File: src/rtl/encod_leds_if.sv
// LED encoder bus: request lines from the game/control side, two 3-bit
// code channels plus a slot-start pulse toward the LED decoder.
interface encod_leds_if;
  logic req0;
  logic req2;
  logic req3;
  logic req5;
  logic msb1;
  logic b1;
  logic lsb1;
  logic msb2;
  logic b2;
  logic lsb2;
  logic slot;

  modport master (
    output req0, req2, req3, req5,
    input  msb1, b1, lsb1, msb2, b2, lsb2, slot
  );

  modport slave (
    input  req0, req2, req3, req5,
    output msb1, b1, lsb1, msb2, b2, lsb2, slot
  );
endinterface

File: src/rtl/encod_leds.sv
// encod_leds: time-multiplexed two-channel LED code generator.
// Round-robins over pending requests (Led0/Led2/Led3/Led5), showing at most
// two codes per slot of DWELL cycles.
// Optional macro ENCOD_LEDS_BLANK_EN inserts one 000/000 cycle after every
// scan slot so the decoder never switches directly between two lit codes.
//
// state | meaning
// IDLE  | no requests pending, outputs blank, waiting for any request
// SCAN  | displaying a slot, cnt counts dwell cycles
// BLANK | one blank gap cycle after a slot (only reached with the macro)
module encod_leds #(
  parameter int DWELL = 4
) (
  input logic        clk,
  input logic        reset,
  encod_leds_if.slave bus
);

  localparam int CW = $clog2(DWELL + 1);
  localparam logic [CW-1:0] LAST = CW'(DWELL - 1);

  typedef enum logic [1:0] {IDLE, SCAN, BLANK} state_t;

  state_t        r_state;
  logic [1:0]    r_ptr;
  logic [CW-1:0] r_cnt;
  logic [2:0]    r_code1;
  logic [2:0]    r_code2;
  logic          r_slot;

  state_t        w_state;
  logic [1:0]    w_ptr;
  logic [CW-1:0] w_cnt;
  logic [2:0]    w_code1;
  logic [2:0]    w_code2;
  logic          w_slot;

  logic [3:0]    w_req;
  logic          w_any;
  logic          w_load;
  logic          w_hit1;
  logic          w_hit2;
  logic [1:0]    w_idx1;
  logic [1:0]    w_idx2;
  logic [1:0]    w_ptr_nxt;

  function automatic logic [2:0] led_code(input logic [1:0] idx);
    case (idx)
      2'd0:    led_code = 3'b001;
      2'd1:    led_code = 3'b011;
      2'd2:    led_code = 3'b100;
      default: led_code = 3'b110;
    endcase
  endfunction

  assign w_req = {bus.req5, bus.req3, bus.req2, bus.req0};
  assign w_any = |w_req;

  // Pick the first two active requests starting at the round-robin pointer.
  always_comb begin
    w_hit1 = 1'b0;
    w_hit2 = 1'b0;
    w_idx1 = 2'd0;
    w_idx2 = 2'd0;
    for (int k = 0; k < 4; k++) begin
      if (w_req[r_ptr + 2'(k)]) begin
        if (!w_hit1) begin
          w_hit1 = 1'b1;
          w_idx1 = r_ptr + 2'(k);
        end else if (!w_hit2) begin
          w_hit2 = 1'b1;
          w_idx2 = r_ptr + 2'(k);
        end
      end
    end
    if (w_hit2)
      w_ptr_nxt = w_idx2 + 2'd1;
    else if (w_hit1)
      w_ptr_nxt = w_idx1 + 2'd1;
    else
      w_ptr_nxt = r_ptr;
  end

  // Next-state, dwell counter and slot load decisions.
  always_comb begin
    w_state = r_state;
    w_ptr   = r_ptr;
    w_cnt   = r_cnt;
    w_code1 = r_code1;
    w_code2 = r_code2;
    w_slot  = 1'b0;
    w_load  = 1'b0;

    case (r_state)
      IDLE: begin
        w_cnt   = '0;
        w_code1 = 3'b000;
        w_code2 = 3'b000;
        if (w_any)
          w_load = 1'b1;
      end
      SCAN: begin
        if (r_cnt == LAST) begin
`ifdef ENCOD_LEDS_BLANK_EN
          w_state = BLANK;
          w_cnt   = '0;
          w_code1 = 3'b000;
          w_code2 = 3'b000;
`else
          if (w_any) begin
            w_load = 1'b1;
          end else begin
            w_state = IDLE;
            w_cnt   = '0;
            w_code1 = 3'b000;
            w_code2 = 3'b000;
          end
`endif
        end else begin
          w_cnt = r_cnt + CW'(1);
        end
      end
      BLANK: begin
        w_cnt = '0;
        if (w_any) begin
          w_load = 1'b1;
        end else begin
          w_state = IDLE;
          w_code1 = 3'b000;
          w_code2 = 3'b000;
        end
      end
      default: begin
        w_state = IDLE;
        w_cnt   = '0;
        w_code1 = 3'b000;
        w_code2 = 3'b000;
      end
    endcase

    if (w_load) begin
      w_state = SCAN;
      w_cnt   = '0;
      w_slot  = 1'b1;
      w_ptr   = w_ptr_nxt;
      w_code1 = w_hit1 ? led_code(w_idx1) : 3'b000;
      w_code2 = w_hit2 ? led_code(w_idx2) : 3'b000;
    end
  end

  // State and output registers; reset wins over any slot load.
  always_ff @(posedge clk) begin
    if (reset) begin
      r_state <= IDLE;
      r_ptr   <= 2'd0;
      r_cnt   <= '0;
      r_code1 <= 3'b000;
      r_code2 <= 3'b000;
      r_slot  <= 1'b0;
    end else begin
      r_state <= w_state;
      r_ptr   <= w_ptr;
      r_cnt   <= w_cnt;
      r_code1 <= w_code1;
      r_code2 <= w_code2;
      r_slot  <= w_slot;
    end
  end

  assign bus.msb1 = r_code1[2];
  assign bus.b1   = r_code1[1];
  assign bus.lsb1 = r_code1[0];
  assign bus.msb2 = r_code2[2];
  assign bus.b2   = r_code2[1];
  assign bus.lsb2 = r_code2[0];
  assign bus.slot = r_slot;

endmodule
File: src/flat_wrapper.sv
// flat-port wrapper written by rule: the top's interface ports become plain ports
module encod_leds_flat 
#(
  parameter int DWELL = 4
)
  (clk, reset, bus_req0, bus_req2, bus_req3, bus_req5, bus_msb1, bus_b1, bus_lsb1, bus_msb2, bus_b2, bus_lsb2, bus_slot);
  encod_leds_if bus_i ();
  input logic clk;
  input logic reset;
  input wire logic [$bits(bus_i.req0)-1:0] bus_req0;
  input wire logic [$bits(bus_i.req2)-1:0] bus_req2;
  input wire logic [$bits(bus_i.req3)-1:0] bus_req3;
  input wire logic [$bits(bus_i.req5)-1:0] bus_req5;
  output wire logic [$bits(bus_i.msb1)-1:0] bus_msb1;
  output wire logic [$bits(bus_i.b1)-1:0] bus_b1;
  output wire logic [$bits(bus_i.lsb1)-1:0] bus_lsb1;
  output wire logic [$bits(bus_i.msb2)-1:0] bus_msb2;
  output wire logic [$bits(bus_i.b2)-1:0] bus_b2;
  output wire logic [$bits(bus_i.lsb2)-1:0] bus_lsb2;
  output wire logic [$bits(bus_i.slot)-1:0] bus_slot;
  assign bus_i.req0 = bus_req0;
  assign bus_i.req2 = bus_req2;
  assign bus_i.req3 = bus_req3;
  assign bus_i.req5 = bus_req5;
  assign bus_msb1 = bus_i.msb1;
  assign bus_b1 = bus_i.b1;
  assign bus_lsb1 = bus_i.lsb1;
  assign bus_msb2 = bus_i.msb2;
  assign bus_b2 = bus_i.b2;
  assign bus_lsb2 = bus_i.lsb2;
  assign bus_slot = bus_i.slot;
  encod_leds #(.DWELL(DWELL)) u_core (.clk(clk), .reset(reset), .bus(bus_i));
endmodule
File: config.mk
export PLATFORM = sky130hd
export DESIGN_NAME = encod_leds_flat
export DESIGN_NICKNAME = d
export VERILOG_FILES = /design/src/rtl/encod_leds_if.sv /design/src/rtl/encod_leds.sv /design/src/flat_wrapper.sv
export SDC_FILE = /design/constraint.sdc
export NUM_CORES = 1
export LEC_CHECK = 0
export CORE_MARGIN = 3
export CORE_UTILIZATION = 50
export DETAILED_ROUTE_END_ITERATION = 10
export GPL_ROUTABILITY_DRIVEN = 0
export PLACE_DENSITY = 0.82
export SLEW_MARGIN = 20
export SYNTH_ARGS = -nofsm -noshare
export SYNTH_HDL_FRONTEND = slang
export SYNTH_SLANG_ARGS = --single-unit
File: constraint.sdc
create_clock -name clk -period 3.5 [get_ports clk]
set_input_delay 0.35 -clock clk [delete_from_list [all_inputs] [get_ports clk]]
set_output_delay 0.35 -clock clk [all_outputs]
set_load 0.01 [all_outputs]
==> impl_metrics.tcl, run 1 <==
set metrics [dict create \
    status "completed" \
    synth_area_sq_um 1110 \
    yosys.area.top_type "dfxtp_1" \
    globalRouteOverflowTotal 0 \
    cp-start-kind "flip-flop" \
    synth-main-ff-cell "dfxtp_1" \
    yosysMostFrequentCell "nor2_1" \
    power_w 0.000511 \
    grt_start_max_net_pins 26 \
    path_class "flip-flop to flip-flop" \
    power.density_nw_per_um2 403 \
    cts_tree "built" \
    syn2layout_area_growth_pct 14.2 \
    antenna_found_initial 0 \
    crit_slowest_cell "dfxtp_1" \
    grt_pass1_wl_mm 4.46 \
    cts_root_buf "clkbuf_4" \
    hold_class "flip-flop to flip-flop" \
    cts_sinks 13 \
    diodes 0 \
    dp.final_hpwl_mm 1.92 \
    die_h_um 53.1 \
    dieWidth_um 53.1 \
    final_layout_size_suffix_gt1_share_pct 11.4 \
    fin_skew_ns 0.00395 \
    row_count 16 \
    crit_chain "nor2_1, a211o_1, o21ai_0, ha_1, nor2_1, o21ai_0, a311oi_1, nor4_2, o32ai_4, a31o_1, a21oi_2" \
    final-max-slew-violation-count 0 \
    setup-violations-final 0 \
    synth_area_leaders "dfxtp_1, nor2_1, a21oi_1" \
    leakagePower_nw 0.472 \
    setup_tns_ns 0 \
    dieArea_sq_um 2820 \
    ant_nets 0 \
    dp_slack_ns 0.527 \
    grt_setup_unrepaired "false" \
    crit_fanout 14 \
    avgRoutedWirePerCell_um 14.2 \
    dr.pass1.iters 4 \
    syn_nets 159 \
    ioPinCount 13 \
    grt_use_met1_pct 24.5 \
    clkTransAtPathRegs_ns 0.08 \
    ys_async_sr_fraction_pct 0 \
    yosys_warnings 0 \
    setup_ws_ns 0.762 \
    io_buffers 12 \
    yosysUniqueCellTypes 47 \
    maxCapViolations 0 \
    avgSynthCellArea_sq_um 7.40 \
    initial_utilization_pct 54.9 \
    vias 1118 \
    post-route-period-util_pct 78.2 \
    met2_usage_pct 37.6 \
    drc 0 \
    cts-htree-levels 1 \
    grt_pass1_vias 1050 \
    synth_commonest_cells "nor2_1, dfxtp_1, a21oi_1, nand2_1, o21ai_0" \
    worstMarginPinSlew_ns 0.468 \
    crit_buf_inv 0 \
    max_stage_delay_ns 0.60 \
    core_area_sq_um 2020 \
    crit_required_ns 3.71 \
    grt-busiest-layer "met2" \
    yosysTopAreaCellShare_pct 23.4 \
    postCtsHoldBufs 0 \
    synth_cells 150 \
    ys_ff_latch 13 \
    max_freq_mhz 365 \
    postCtsSetupRepairBufs 0 \
    cts_resized 0 \
    grt_usage_pct 20.8 \
    period_minus_slack_ns 2.74 \
    nNetsFinal 168 \
    cp-end-kind "flip-flop" \
    first_iter_violations 32 \
    insertion_delay_ns 0.28 \
    hold_ws_ns 0.464 \
    met3_usage_pct 5.63 \
    synth-edff-count 0 \
    finish.utilization_pct 62.7 \
    worst_path_dominant_cell_family "compound AO/OA/AOI/OAI gates" \
    hold_violations 0 \
    ys_seq_area_share_pct 23.4 \
    cts_inserted_buffers 3 \
    arrival_ns 2.95 \
    clockBufferDepth 2 \
    ir_worst_vdd_uv 230 \
    drt_wl_total_mm 2.63 \
    max_slew_margin_pct 68.7 \
    vias_per_cell 6.04 \
]
report_power, final:
group / leakage, nW / switching, W / internal, W
sequential: 0.107 / 0.0000160 / 0.000163
combinational: 0.350 / 0.000129 / 0.000110
clock: 0.0150 / 0.0000495 / 0.0000442
flip-flops by register name (all words and copies together) (netlist names):
| register | flops |
|---|---|
| u_core.r_ptr | 2 |
| u_core.r_code1 | 3 |
| u_core.r_state | 1 |
| u_core.bus.slot | 1 |
| u_core.r_cnt | 3 |
| u_core.r_code2 | 3 |
cell usage in the layout (no fill, tap or decap), types with 4 or more instances in the layout:
cell             count
a21oi_1             10
dfxtp_1             13
nor2_1              27
buf_4                7
nand2b_1             4
nor2b_1              7
a22oi_1              4
mux2i_1              4
o21ai_0              9
nand2_1              9
clkdlybuf4s50_1     12
final timing paths:
path	slack, ns	startpoint	to	cells after the start
setup / recovery	0.76	u_core.r_ptr[1]	u_core.r_ptr[1]	11
setup reg to reg	0.76	u_core.r_ptr[1]	u_core.r_ptr[1]	11
hold reg to reg	0.46	u_core.r_cnt[0]	u_core.r_cnt[0]	1
hold / removal	0.46	u_core.r_cnt[0]	u_core.r_cnt[0]	1
metal layers:
layer	up-vias	wire length, um	share of wire (%)
li1	552	-	-
met1	524	1160	44
met5	-	0	0
met4	0	14	0.53
met2	40	1330	50
met3	2	134	5.1
worst reg2reg max path: stages, from the launching register on:
cell and delay, ns:
dfxtp_1 0.60, nor2_1 0.11, a211o_1 0.28, o21ai_0 0.11, ha_1 0.26, nor2_1 0.06
o21ai_0 0.18, a311oi_1 0.14, nor4_2 0.45, o32ai_4 0.17, a31o_1 0.21, a21oi_2 0.10
cell families (layout without fill, tap and decap cells):
| family | Yosys count | in the layout | synth area share, % |
|---|---|---|---|
| adder cells (fa/ha/maj) | 3 | 3 | 3.38 |
| XOR/XNOR | 3 | 3 | 2.37 |
| buffers and inverters | 19 | 27 | 8.12 |
| AND/OR/NAND/NOR | 63 | 63 | 29.1 |
| multiplexers | 4 | 4 | 3.61 |
| flip-flops | 13 | 13 | 23.4 |
| AO/OA/AOI/OAI | 45 | 45 | 30.0 |
cell type report:
type / count / area (sq um)
well taps: 27 / 33.8
flip-flops and latches: 13 / 260
clock buffers: 4 / 26.3
repair buffers: 19 / 173
inverters: 4 / 15.0
fillers: 185 / 754
multi-input cells: 118 / 759
through the flow:
| step | instance area (sq um) | std cells |
|---|---|---|
| after floorplan | 1110 | 150 |
| after global placement | 1240 | 181 |
| after detailed placement | 1240 | 181 |
| after CTS | 1270 | 185 |
| after global routing | 1270 | 185 |
| final | 1270 | 185 |
(Power assumes the default switching activity.)
==> inputs of run 2 (changes only) <==
--- a/config.mk
+++ b/config.mk
@@ -6,10 +6,10 @@
 export NUM_CORES = 1
 export LEC_CHECK = 0
 export CORE_MARGIN = 3
-export CORE_UTILIZATION = 50
+export CORE_UTILIZATION = 49
 export DETAILED_ROUTE_END_ITERATION = 10
 export GPL_ROUTABILITY_DRIVEN = 0
-export PLACE_DENSITY = 0.82
+export PLACE_DENSITY = 0.83
 export SLEW_MARGIN = 20
 export SYNTH_ARGS = -nofsm -noshare
 export SYNTH_HDL_FRONTEND = slang
==> constraint.sdc (replaced) <==
create_clock -name clk -period 2.5 [get_ports clk]
set_input_delay 0.25 -clock clk [delete_from_list [all_inputs] [get_ports clk]]
set_output_delay 0.25 -clock clk [all_outputs]
set_load 0.01 [all_outputs]
==> impl_metrics.tcl, run 2 (synthesis results as in run 1) <==
set metrics [dict create \
    drt_wl_total_mm 2.73 \
    r2r_cells 11 \
    maxCapViolations 0 \
    arrival_ns 2.49 \
    cts_sinks 13 \
    row_count 16 \
    avgRoutedWirePerCell_um 14.2 \
    vias_per_cell 5.97 \
    postCtsHoldBufs 0 \
    crit_required_ns 2.67 \
    dieWidth_um 53.6 \
    setup_tns_ns 0 \
    vias 1146 \
    period_minus_slack_ns 2.32 \
    antenna_found_initial 0 \
    leakagePower_nw 0.508 \
    reg_top3 "u_core.r_cnt x3, u_core.r_code1 x3, u_core.r_code2 x3" \
    path_class "flip-flop to flip-flop" \
    crit_fanout 8 \
    cts_resized 0 \
    whs_path_depth 1 \
    diodes 0 \
    postCtsSetupRepairBufs 0 \
    grt_start_max_net_pins 26 \
    syn2layout_area_growth_pct 19.1 \
    grt_usage_pct 21.2 \
    max_slew_margin_pct 70.1 \
    drc 0 \
    ioPinCount 13 \
    first_iter_violations 28 \
    min_from "u_core.r_cnt[0]" \
    final_cell_mix "nor2_1, buf_4, clkdlybuf4s50_1, dfxtp_1, a21oi_1" \
    holdPathEnd "u_core.r_cnt[0]" \
    ant_nets 0 \
    hold_class "flip-flop to flip-flop" \
    critPathLaunch "u_core.r_ptr[0]" \
    status "completed" \
    nNetsFinal 175 \
    power_w 0.000747 \
    cts_tree "built" \
    worstMarginPinSlew_ns 0.447 \
    reg2reg_to "u_core.r_ptr[1]" \
    max_freq_mhz 432 \
    cts_root_buf "clkbuf_4" \
    dr.pass1.iters 4 \
    cts-htree-levels 1 \
    die_h_um 53.6 \
    initial_utilization_pct 54.4 \
    final_common_cell "nor2_1" \
    grt_pass1_wl_mm 4.58 \
    grt_pass1_vias 1072 \
    final_layout_size_suffix_gt1_share_pct 15.8 \
    post-route-period-util_pct 92.7 \
    hold_violations 0 \
    reg2reg_from "u_core.r_ptr[0]" \
    r2r_slack_ns 0.18 \
    core_area_sq_um 2040 \
    insertion_delay_ns 0.28 \
    cp-end-kind "flip-flop" \
    cts_inserted_buffers 3 \
    power.density_nw_per_um2 565 \
    cp-start-kind "flip-flop" \
    globalRouteOverflowTotal 0 \
    clkTransAtPathRegs_ns 0.08 \
    clockBufferDepth 2 \
    ir_worst_vdd_uv 396 \
    dieArea_sq_um 2870 \
    dp.final_hpwl_mm 2.03 \
    final-max-slew-violation-count 0 \
    grt_setup_unrepaired "false" \
    fin_skew_ns 0.00442 \
    setup-violations-final 0 \
    io_buffers 12 \
]
[run 2: cell types whose count changed in the layout (fill, tap and decap cells not counted), sizes merged]
cell / delta
buf: +7
[run 2: where the power goes]
part,internal (W),switching (W)
sequential,0.000229,0.0000250
combinational,0.000177,0.000187
clock,0.0000619,0.0000678
total,0.000467,0.000279
[run 2: worst max path at each step]
| stage | to | cells after the start |
|---|---|---|
| 3_5_place_dp | u_core.r_ptr[1] | 13 |
| 2_1_floorplan | u_core.r_ptr[1] | 14 |
| 3_3_place_gp | u_core.r_ptr[1] | 9 |
| 4_1_cts | u_core.r_ptr[1] | 11 |
| 5_1_grt | u_core.r_ptr[1] | 11 |
| 6_report | u_core.r_ptr[1] | 11 |
[run 2: critical path, cell delays in order, from the launching register on]
cell and delay, ns:
dfxtp_1 0.52, clkinv_1 0.14, o21ai_0 0.27, ha_1 0.25, nor2_1 0.07, o21bai_1 0.15
a311oi_1 0.12, nor4_2 0.15, buf_4 0.17, o32ai_4 0.09, a21oi_1 0.20, a21oi_2 0.08
[run 2: layout make-up]
type / instances / area (sq um)
sequential: 13 / 262
fill: 186 / 721
multi-input combinational: 118 / 759
tap: 27 / 33.8
timing repair buffer: 26 / 225
inverter: 4 / 15.0
clock buffer: 4 / 26.3
[run 2: metrics by stage]
stage / hold WS [ns] / std cells / instance area (sq um) / setup slack [ns] / utilization, %
floorplan: 0.326 / 150 / 1110 / 0.0286 / -
global placement: 0.416 / 188 / 1290 / 0.0506 / 63.4
detailed placement: 0.458 / 188 / 1290 / -0.0666 / 63.4
CTS: 0.468 / 192 / 1320 / 0.0733 / 64.6
global route: 0.488 / 192 / 1320 / 0.0147 / 64.7
finish: 0.458 / 192 / 1320 / 0.183 / 64.7
[run 2: per-layer routing]
metal	track usage [%]	part of all wire, %
met1	24.8	44
met2	37.8	49
met3	5.82	5.9
met4	5.11	1.1
met5	0	0
